File: src/rtl/fb_scanout_if.sv
// rtl/fb_scanout_if.sv - framebuffer read port between scan-out and framebuffer memory
interface fb_scanout_if #(
   parameter int FB_ADDRW = 15,
   parameter int FB_DATAW = 4
);
   logic [FB_ADDRW-1:0] fb_addr_read;
   logic                fb_re;
   logic [FB_DATAW-1:0] fb_data;

   modport master (output fb_addr_read, output fb_re, input fb_data);
   modport slave  (input fb_addr_read, input fb_re, output fb_data);
endinterface

File: src/rtl/fb_scanout.sv
// rtl/fb_scanout.sv - framebuffer scan-out: upscaled address generation and pixel alignment pipeline
// Optional border overlay enabled by defining FB_SCANOUT_BORDER_EN.
module fb_scanout #(
   parameter int CORDW      = 16,
   parameter int FB_WIDTH   = 160,
   parameter int FB_HEIGHT  = 120,
   parameter int FB_ADDRW   = $clog2(FB_WIDTH*FB_HEIGHT),
   parameter int FB_DATAW   = 4,
   parameter int SCALE      = 4,
   parameter int OFFSET_X   = 0,
   parameter int OFFSET_Y   = 0,
   parameter int READ_LAT   = 1,
   parameter int BORDER_IDX = 15
) (
   input  logic                    clk_pix,
   input  logic                    rst_pix_n,
   input  logic signed [CORDW-1:0] sx,
   input  logic signed [CORDW-1:0] sy,
   input  logic                    de,
   input  logic                    frame,
   fb_scanout_if.master            fb,
   output logic [FB_DATAW-1:0]     pix_idx,
   output logic                    pix_in_fb,
   output logic signed [CORDW-1:0] pix_sx,
   output logic signed [CORDW-1:0] pix_sy,
   output logic                    pix_de,
   output logic                    frame_done
);
   localparam int NSTG = READ_LAT + 2;
   localparam int COLW = (FB_WIDTH > 1) ? $clog2(FB_WIDTH) : 1;
   localparam int SUBW = (SCALE > 1) ? $clog2(SCALE) : 1;

   localparam logic signed [CORDW-1:0] X_LO = CORDW'(OFFSET_X);
   localparam logic signed [CORDW-1:0] X_HI = CORDW'(OFFSET_X + FB_WIDTH*SCALE);
   localparam logic signed [CORDW-1:0] Y_LO = CORDW'(OFFSET_Y);
   localparam logic signed [CORDW-1:0] Y_HI = CORDW'(OFFSET_Y + FB_HEIGHT*SCALE);

   localparam logic [COLW-1:0]     COL_MAX   = COLW'(FB_WIDTH-1);
   localparam logic [SUBW-1:0]     SUB_MAX   = SUBW'(SCALE-1);
   localparam logic [FB_ADDRW-1:0] ROW_STEP  = FB_ADDRW'(FB_WIDTH);
   localparam logic [FB_ADDRW-1:0] LAST_BASE = FB_ADDRW'((FB_HEIGHT-1)*FB_WIDTH);

   if (!(SCALE == 1 || SCALE == 2 || SCALE == 4 || SCALE == 8) || READ_LAT < 1 || READ_LAT > 3 ||
       BORDER_IDX < 0 || BORDER_IDX >= (1 << FB_DATAW)) begin : g_param_check
      $error("fb_scanout: illegal parameter set");
   end

   typedef enum logic [1:0] {WAIT_FRAME, SCAN, DONE} state_t;

   state_t              state;
   logic [FB_ADDRW-1:0] row_base;
   logic [COLW-1:0]     col;
   logic [SUBW-1:0]     sub_x;
   logic [SUBW-1:0]     line_rep;
   logic                first_line;
   logic [FB_ADDRW-1:0] addr_q;
   logic                re_q;
   logic                done_q;

   logic                in_area;
   logic                rd;
   logic                last_rd;
   logic [FB_ADDRW-1:0] row_n;
   logic [COLW-1:0]     col_n;
   logic [SUBW-1:0]     sub_n;
   logic [SUBW-1:0]     rep_n;
   logic                first_n;
   logic [FB_ADDRW-1:0] addr_n;

   // A line is recognised by its first image column; the first line after a
   // frame pulse keeps row 0, every later one steps the line-repeat counter.
   always_comb begin
      in_area = !sx[CORDW-1] && !sy[CORDW-1] &&
                (sx >= X_LO) && (sx < X_HI) && (sy >= Y_LO) && (sy < Y_HI);
      rd      = in_area && (frame || state == SCAN);
      row_n   = frame ? '0 : row_base;
      col_n   = frame ? '0 : col;
      sub_n   = frame ? '0 : sub_x;
      rep_n   = frame ? '0 : line_rep;
      first_n = frame ? 1'b1 : first_line;
      addr_n  = addr_q;
      last_rd = 1'b0;
      if (rd) begin
         if (sx == X_LO) begin
            col_n = '0;
            sub_n = '0;
            if (!first_n) begin
               if (rep_n == SUB_MAX) begin
                  rep_n = '0;
                  if (row_n != LAST_BASE) begin
                     row_n = row_n + ROW_STEP;
                  end
               end else begin
                  rep_n = rep_n + 1'b1;
               end
            end
            first_n = 1'b0;
         end
         addr_n  = row_n + FB_ADDRW'(col_n);
         last_rd = (row_n == LAST_BASE) && (rep_n == SUB_MAX) &&
                   (col_n == COL_MAX) && (sub_n == SUB_MAX);
         if (sub_n == SUB_MAX) begin
            sub_n = '0;
            if (col_n != COL_MAX) begin
               col_n = col_n + 1'b1;
            end
         end else begin
            sub_n = sub_n + 1'b1;
         end
      end
   end

   always_ff @(posedge clk_pix or negedge rst_pix_n) begin
      if (!rst_pix_n) begin
         state      <= WAIT_FRAME;
         row_base   <= '0;
         col        <= '0;
         sub_x      <= '0;
         line_rep   <= '0;
         first_line <= 1'b0;
         addr_q     <= '0;
         re_q       <= 1'b0;
         done_q     <= 1'b0;
      end else begin
         row_base   <= row_n;
         col        <= col_n;
         sub_x      <= sub_n;
         line_rep   <= rep_n;
         first_line <= first_n;
         addr_q     <= addr_n;
         re_q       <= rd;
         done_q     <= 1'b0;
         if (frame) begin
            state <= SCAN;
         end else begin
            case (state)
               SCAN: begin
                  if (last_rd) begin
                     state  <= DONE;
                     done_q <= 1'b1;
                  end
               end
               WAIT_FRAME: state <= WAIT_FRAME;
               DONE:       state <= DONE;
               default:    state <= WAIT_FRAME;
            endcase
         end
      end
   end

   assign fb.fb_addr_read = addr_q;
   assign fb.fb_re        = re_q;
   assign frame_done      = done_q;

   logic [NSTG-1:0][CORDW-1:0] sx_d;
   logic [NSTG-1:0][CORDW-1:0] sy_d;
   logic [NSTG-1:0]            de_d;
   logic [NSTG-1:0]            in_d;

`ifdef FB_SCANOUT_BORDER_EN
   localparam logic signed [CORDW-1:0] X_BL = CORDW'(OFFSET_X + SCALE);
   localparam logic signed [CORDW-1:0] X_BR = CORDW'(OFFSET_X + (FB_WIDTH-1)*SCALE);
   localparam logic signed [CORDW-1:0] Y_BT = CORDW'(OFFSET_Y + SCALE);
   localparam logic signed [CORDW-1:0] Y_BB = CORDW'(OFFSET_Y + (FB_HEIGHT-1)*SCALE);

   logic [NSTG-1:0] bd_d;
   logic            border;

   assign border = rd && ((sx < X_BL) || (sx >= X_BR) || (sy < Y_BT) || (sy >= Y_BB));
`endif

   // Sideband travels NSTG stages; fb_data is sampled one stage early so it
   // lands in pix_idx together with the sideband of the pixel that requested it.
   always_ff @(posedge clk_pix or negedge rst_pix_n) begin
      if (!rst_pix_n) begin
         sx_d    <= '0;
         sy_d    <= '0;
         de_d    <= '0;
         in_d    <= '0;
         pix_idx <= '0;
`ifdef FB_SCANOUT_BORDER_EN
         bd_d    <= '0;
`endif
      end else begin
         sx_d <= {sx_d[NSTG-2:0], sx};
         sy_d <= {sy_d[NSTG-2:0], sy};
         de_d <= {de_d[NSTG-2:0], de};
         in_d <= {in_d[NSTG-2:0], rd};
`ifdef FB_SCANOUT_BORDER_EN
         bd_d <= {bd_d[NSTG-2:0], border};
         if (!in_d[NSTG-2]) begin
            pix_idx <= '0;
         end else if (bd_d[NSTG-2]) begin
            pix_idx <= FB_DATAW'(BORDER_IDX);
         end else begin
            pix_idx <= fb.fb_data;
         end
`else
         pix_idx <= in_d[NSTG-2] ? fb.fb_data : '0;
`endif
      end
   end

   assign pix_sx    = $signed(sx_d[NSTG-1]);
   assign pix_sy    = $signed(sy_d[NSTG-1]);
   assign pix_de    = de_d[NSTG-1];
   assign pix_in_fb = in_d[NSTG-1];
endmodule

File: src/flat_wrapper.sv
// flat-port wrapper written by rule: the top's interface ports become plain ports
module fb_scanout_flat 
#(
   parameter int CORDW      = 16,
   parameter int FB_WIDTH   = 160,
   parameter int FB_HEIGHT  = 120,
   parameter int FB_ADDRW   = $clog2(FB_WIDTH*FB_HEIGHT),
   parameter int FB_DATAW   = 4,
   parameter int SCALE      = 4,
   parameter int OFFSET_X   = 0,
   parameter int OFFSET_Y   = 0,
   parameter int READ_LAT   = 1,
   parameter int BORDER_IDX = 15
)
  (clk_pix, rst_pix_n, sx, sy, de, frame, pix_idx, pix_in_fb, pix_sx, pix_sy, pix_de, frame_done, fb_fb_addr_read, fb_fb_re, fb_fb_data);
  fb_scanout_if #(.FB_ADDRW(FB_ADDRW), .FB_DATAW(FB_DATAW)) fb_i ();
  input  logic clk_pix;
  input  logic rst_pix_n;
  input  logic signed [CORDW-1:0] sx;
  input  logic signed [CORDW-1:0] sy;
  input  logic de;
  input  logic frame;
  output logic [FB_DATAW-1:0] pix_idx;
  output logic pix_in_fb;
  output logic signed [CORDW-1:0] pix_sx;
  output logic signed [CORDW-1:0] pix_sy;
  output logic pix_de;
  output logic frame_done;
  output wire logic [$bits(fb_i.fb_addr_read)-1:0] fb_fb_addr_read;
  output wire logic [$bits(fb_i.fb_re)-1:0] fb_fb_re;
  input wire logic [$bits(fb_i.fb_data)-1:0] fb_fb_data;
  assign fb_fb_addr_read = fb_i.fb_addr_read;
  assign fb_fb_re = fb_i.fb_re;
  assign fb_i.fb_data = fb_fb_data;
  fb_scanout #(.CORDW(CORDW), .FB_WIDTH(FB_WIDTH), .FB_HEIGHT(FB_HEIGHT), .FB_ADDRW(FB_ADDRW), .FB_DATAW(FB_DATAW), .SCALE(SCALE), .OFFSET_X(OFFSET_X), .OFFSET_Y(OFFSET_Y), .READ_LAT(READ_LAT), .BORDER_IDX(BORDER_IDX)) u_core (.clk_pix(clk_pix), .rst_pix_n(rst_pix_n), .sx(sx), .sy(sy), .de(de), .frame(frame), .fb(fb_i), .pix_idx(pix_idx), .pix_in_fb(pix_in_fb), .pix_sx(pix_sx), .pix_sy(pix_sy), .pix_de(pix_de), .frame_done(frame_done));
endmodule
File: config.mk
export PLATFORM = sky130hd
export DESIGN_NAME = fb_scanout_flat
export DESIGN_NICKNAME = d
export VERILOG_FILES = /design/src/rtl/fb_scanout_if.sv /design/src/rtl/fb_scanout.sv /design/src/flat_wrapper.sv
export SDC_FILE = /design/constraint.sdc
export NUM_CORES = 1
export LEC_CHECK = 0
export ABC_AREA = 1
export CORE_MARGIN = 1.5
export CORE_UTILIZATION = 30
export DETAILED_ROUTE_END_ITERATION = 8
export SKIP_LAST_GASP = 1
export SYNTH_ARGS = -nofsm -noshare
export SYNTH_HDL_FRONTEND = slang
export SYNTH_SLANG_ARGS = --single-unit
File: constraint.sdc
create_clock -name clk_pix -period 3.3 [get_ports clk_pix]
set_input_delay 0.66 -clock clk_pix [delete_from_list [all_inputs] [get_ports clk_pix]]
set_output_delay 0.66 -clock clk_pix [all_outputs]
set_load 0.02 [all_outputs]
After elaboration in Yosys (flattened, before gate mapping) --
Index checks and enable logic that the tools add are counted.
Storage, ports and cells: register bits after elaboration 153, output and inout bits 55
Operators by class: add/sub/neg operators 5, magnitude comparators 4, equality and inequality tests 10, mux-type cells 35, reductions and logical operators 13
Operator list (number):
- $mux W15 | 7
- $mux W8 | 6
- $ge A16 B1 Y1 const B | 2
- $mux W2 | 13
- $logic_not A16 Y1 | 1
- $lt A16 B10 Y1 const B | 1
- $lt A16 B11 Y1 const B | 1
- $add A15 B8 Y15 | 1
- $add A15 B8 Y15 const B | 1
- $eq A15 B15 Y1 const B | 1
- $ne A15 B15 Y1 const B | 1
- $logic_and A1 B1 Y1 | 9
- $add A8 B1 Y8 const B | 1
- $eq A2 B2 Y1 const B | 4
- $eq A8 B8 Y1 const B | 1
- $ne A8 B8 Y1 const B | 1
- $mux W1 | 7
- $add A2 B1 Y2 const B | 2
- $mux W4 | 1
- $pmux W2 S2 | 1
- $ne A3 B2 Y1 const B | 1
- $eq A2 B1 Y1 const B | 1
- $logic_not A1 Y1 | 2
- $logic_or A1 B1 Y1 | 1

Depth between registers and ports, before layout --
depth after elaboration 16, gate-level depth with buffers 20, depth with buffers taken out 19

Worst setup path before layout --
Ideal clock, no wire load.
path type input to register, from in frame, to reg u_core.addr_q[11], in the netlist u_core.fb.fb_addr_read[11], arrival 3030 ps, data required time 3170 ps, path slack 140 ps, stages on the path 19, buffers on the path 2, path through buf_6 > buf_2 > nor2_1 > ha_1 > inv_1 > nor2_8 > nand4_1 > nand2_1 > inv_1 > ha_1 > nand2_1 > a21oi_1 > a211oi_1 > o21ai_0 > nand2_1 > a21oi_2 > nand2_1 > nand3_1 > o211ai_1
Between the ends: word-level cells in the longest chain between the ends 8, elaborated cells between the ends (all ways) 17, classes of those cells add/sub (2); eq/ne (2); mux (11); reduce/logical (2)
Ends and longest elaborated chain:
- start: declaration | line flat_wrapper.sv:22 | input logic frame;
- $mux W15 | line fb_scanout.sv:76 | row_n = frame ? '0 : row_base;
- $add A15 B8 Y15 / $ne A15 B15 Y1 (equally long branches) | line fb_scanout.sv:91, fb_scanout.sv:90
- $mux W15 | line fb_scanout.sv:90 | if (row_n != LAST_BASE) begin
- $mux W15 | line fb_scanout.sv:88 | if (rep_n == SUB_MAX) begin
- $mux W15 | line fb_scanout.sv:87 | if (!first_n) begin
- $mux W15 | line fb_scanout.sv:84 | if (sx == X_LO) begin
- $mux W15 | line fb_scanout.sv:83 | if (rd) begin
- $add A15 B8 Y15 | line fb_scanout.sv:99 | addr_n = row_n + FB_ADDRW'(col_n);
- end signal: assignment | line fb_scanout.sv:130 | addr_q <= addr_n;
- end: declaration | line fb_scanout.sv:56 | logic [FB_ADDRW-1:0] addr_q;
Parallel ways exist; a longest one is shown, timed or not. The select of a mux whose other input is x is not followed. A chain may end at the register's enable or synchronous reset.

Worst setup path after layout --
from in sx[12], to reg u_core.addr_q[14], in the netlist u_core.fb.fb_addr_read[14]
Between the ends: word-level cells in the longest chain between the ends 6, elaborated cells between the ends (all ways) 13, classes of those cells add/sub (1); order compare (2); mux (4); reduce/logical (6)
Ends and longest elaborated chain:
- start: declaration | line flat_wrapper.sv:19 | input logic signed [CORDW-1:0] sx;
- branches (longest 6 deep; another with $add A15 B8 Y15)
Several ways; the timed one is not identified. The select of a mux whose other input is x is not followed.

==> results.toml <==
[status]
outcome = "completed"

[power_and_ir_drop]
power_frac_clock_pct = 46.6
pwr-share-seq_pct = 48.2
comb_power_share_pct = 5.2
p_sw_mw = 0.919
intPower_mw = 3.12
p_total_mw = 4.04
leakage_nw = 3.99
swShare_pct = 22.7
power_density_nw_per_um2 = 477
ir_worst_vdd_mv = 0.269

[detailed_routing]
ant_nets = 0
drc_errors = 0
drt-vias-per-instance = 4.32
first_pass_iters = 4
first_iter_violations = 265
via_count = 4570
wirelength_um = 13700
wire_per_inst_um = 13.0

[finish]
register_area_um2 = 3800
fill_cells = 2027
diodes = 0
drive_above_1_share_pct = 18.4
nets = 823
multi_input_area_um2 = 2010
syn2layout_area_growth_pct = 33.0
final_cell_area_um2 = 8460

[floorplanning]
start_util_pct = 30.5
die_y_um = 149
ios = 95
core_area_um2 = 20900
die_area_um2 = 22100
num_rows = 53
die_w_um = 149

[sta]
fin_skew_ns = 0.00674
worst_pin_slew_ns = 0.679
period_share_pct = 92.2
maxSlewViolCount = 0
max_freq_ghz = 0.329
maxSlewHeadroom_pct = 54.7
finalCriticalPeriod_ns = 3.04
setup_viol_count_final = 0
rsz0062_at_grt = "yes"
hold_viol = 0

[clock_tree]
worstSkewPairLatency_ns = 0.42
cts-htree-levels = 4
cts_tree = "built"
cts_resized = 0
clkSinkCount = 152
clk_pin_slew_ns = 0.06
cts-hold-fix-buffers = 0
clk_path_buf_depth = 2
post-cts-setup-buffers = 0
clock-root-buffer = "clkbuf_16"
cts_made_buffers = 17

[placed_design]
routabilityCongestion = 0.820
post_dp_cell_area_um2 = 7850
portBuffers = 94
hpwl_um = 9960

[setup_path]
ff2ff_setup_slack_ns = 0.57
r2r_cells = 20
start_kind = "input pin"
path_max_fanout = 4
r2r-end = "u_core.fb.fb_addr_read[11]"
arrival_ns = 3.34
r2r-start = "u_core.line_rep[0]"
max_stage_delay_ns = 0.51
cpMaxStageDelayCell = "clkdlybuf4s50_1"
crit_type = "in -> reg"
endpoint_kind = "flip-flop"
cpMostUsedCell = "nand2_2"
crit_required_ns = 3.60
path_cells = "clkdlybuf4s50_1 > nor2_1 > nand2_2 > nor2_4 > nand2_2 > inv_2 > nor2_2 > ha_1 > inv_1 > fa_1 > o21ai_2 > nand2_1 > nand2_1 > a21oi_1 > o21a_1 > nor2_2 > nand2_2 > o21bai_1 > nand3_1"

[global_routing]
grt_max_degree = 71
grt.met2_usage_pct = 21.0
track_usage_pct = 13.3
grt_use_met1_pct = 17.7
antenna_found_initial = 0
grt_remaining_overflow = 0
grt.met3_usage_pct = 3.10
busiest_layer = "met2"
grt_pass1_vias = 4516
grt_pass1_wl_um = 22600

[synth]
syn-cell-area_um2 = 6360
synth_top_area_cell = "dfrtp_1"
yosys-top-cells-area = "dfrtp_1, nand2_1, inv_1"
yosys_warnings = 0
synth.ff_latch_count = 152
netlist_instances = 633
syn_avg_cell_area_um2 = 10.1
async_reset_ff_share_pct = 100
syn_nets = 686
synth-edff-count = 0
synth-main-ff-cell = "dfrtp_1"
yosysSeqAreaShare_pct = 59.8
synth_cell_types = 43
synth_top_area_share_pct = 59.8

[flow_run]
drv_cap = 0

[worst_hold_path]
min_path_type = "in -> async"
==> worst max path at each step <==
stage | start | end | slack, ns | depth (start not counted)
2_1_floorplan | frame | u_core.fb.fb_addr_read[11] | 0.14 | 19
4_1_cts | frame | u_core.fb.fb_addr_read[11] | 0.10 | 18
3_3_place_gp | frame | u_core.fb.fb_addr_read[11] | -0.28 | 18
5_1_grt | sx[3] | u_core.fb.fb_addr_read[13] | -0.003 | 22
6_report | sx[12] | u_core.fb.fb_addr_read[14] | 0.26 | 19
3_5_place_dp | frame | u_core.fb.fb_addr_read[11] | -0.34 | 18
==> cell usage after synthesis (4+ instances only) <==
master,count
nor2_4,6
nand2_4,4
nand4_1,9
nor3_1,6
o21ai_0,25
nand2_2,10
nand2_1,130
o211ai_1,4
nor2_1,67
dfrtp_1,152
nand3_1,33
xor2_1,6
o21a_1,4
ha_1,12
buf_2,6
buf_4,33
a21oi_1,16
nor2_2,4
inv_1,67
nor3_2,4
==> per-layer routing <==
layer  part of all wire, %  vias to the layer above
met5                     0                        -
met4                   1.4                        0
met3                   5.6                       11
met2                    47                      115
met1                    46                     2181
li1                      -                     2263
==> area by class of cell <==
class                      instances  area share [%]
multi-input combinational        368            23.7
sequential                       152            44.9
timing repair buffer             161            17.3
tap                              275            4.07
inverter                          70            3.19
clock inverter                    11            1.36
clock buffer                      21            5.44
==> state kept, by name (all words and copies together), names as in the netlist, 4 cells and up <==
signal,flops
u_core.sx_d,32
u_core.sy_d,32
u_core.pix_sx,16
u_core.pix_sy,16
u_core.fb.fb_addr_read,15
u_core.row_base,15
u_core.col,8
u_core.pix_idx,4
==> worst max-delay path, delay by kind of cell <==
kind            cells  cell delay (ns)
compound gates      4             0.58
fa+ha+maj           2             0.59
buf+inv             3             0.64
simple gates       10             0.89
==> kinds of logic after synthesis <==
group | share of synthesized area (%)
DFF | 59.8
and+or+nand+nor | 21.2
adders and majority gates | 2.67
AOI/OAI and AO/OA | 5.92
xor gates and xnor gates | 1.24
buffers and inverters | 9.22
==> power groups by stage <==
stage / clock [mW] / combinational (mW) / sequential [mW]
final: 1.88 / 0.212 / 1.95
after global placement: 0 / 0.215 / 1.98
after global routing: 2.02 / 0.235 / 1.95
after floorplan: 0 / 0.0922 / 1.98
after CTS: 1.94 / 0.218 / 1.95
after detailed placement: 0 / 0.217 / 1.98
==> metrics by stage <==
step	utilization, %	worst slack [ns]	hold slack, ns	setup TNS (ns)	cells
2_1_floorplan	-	0.140	0.331	0	633
3_3_place_gp	37.6	-0.279	0.331	-1.73	1026
3_5_place_dp	37.6	-0.344	0.335	-2.12	1026
4_1_cts	40.3	0.102	0.267	0	1058
5_1_grt	40.5	-0.00303	0.296	-0.00303	1058
6_report	40.5	0.259	0.237	0	1058
==> placed cells by master (no fill, tap or decap), drive strengths merged <==
cell	synthesis	final
buf	42	68
o2111ai	1	1
nand4	9	9
ha	12	12
a21oi	18	18
o211ai	4	4
nor4	2	2
xnor2	3	3
a211oi	3	3
fa	1	1
nand3	37	37
a22oi	1	1
dfrtp	152	152
xor2	6	6
o22ai	2	2
clkdlybuf4s50	0	92
nor3	11	11
o21bai	3	3
clkinvlp	0	3
inv	70	74
a31oi	1	1
clkinv	0	3
o22a	1	1
o21a	4	4
dlymetal6s2s	0	1
clkbuf	1	21
o21ai	26	26
bufinv	0	1
nand2	144	144
nor2	78	78
nand3b	1	1
Note: power is estimated with default switching activity, not from simulation.
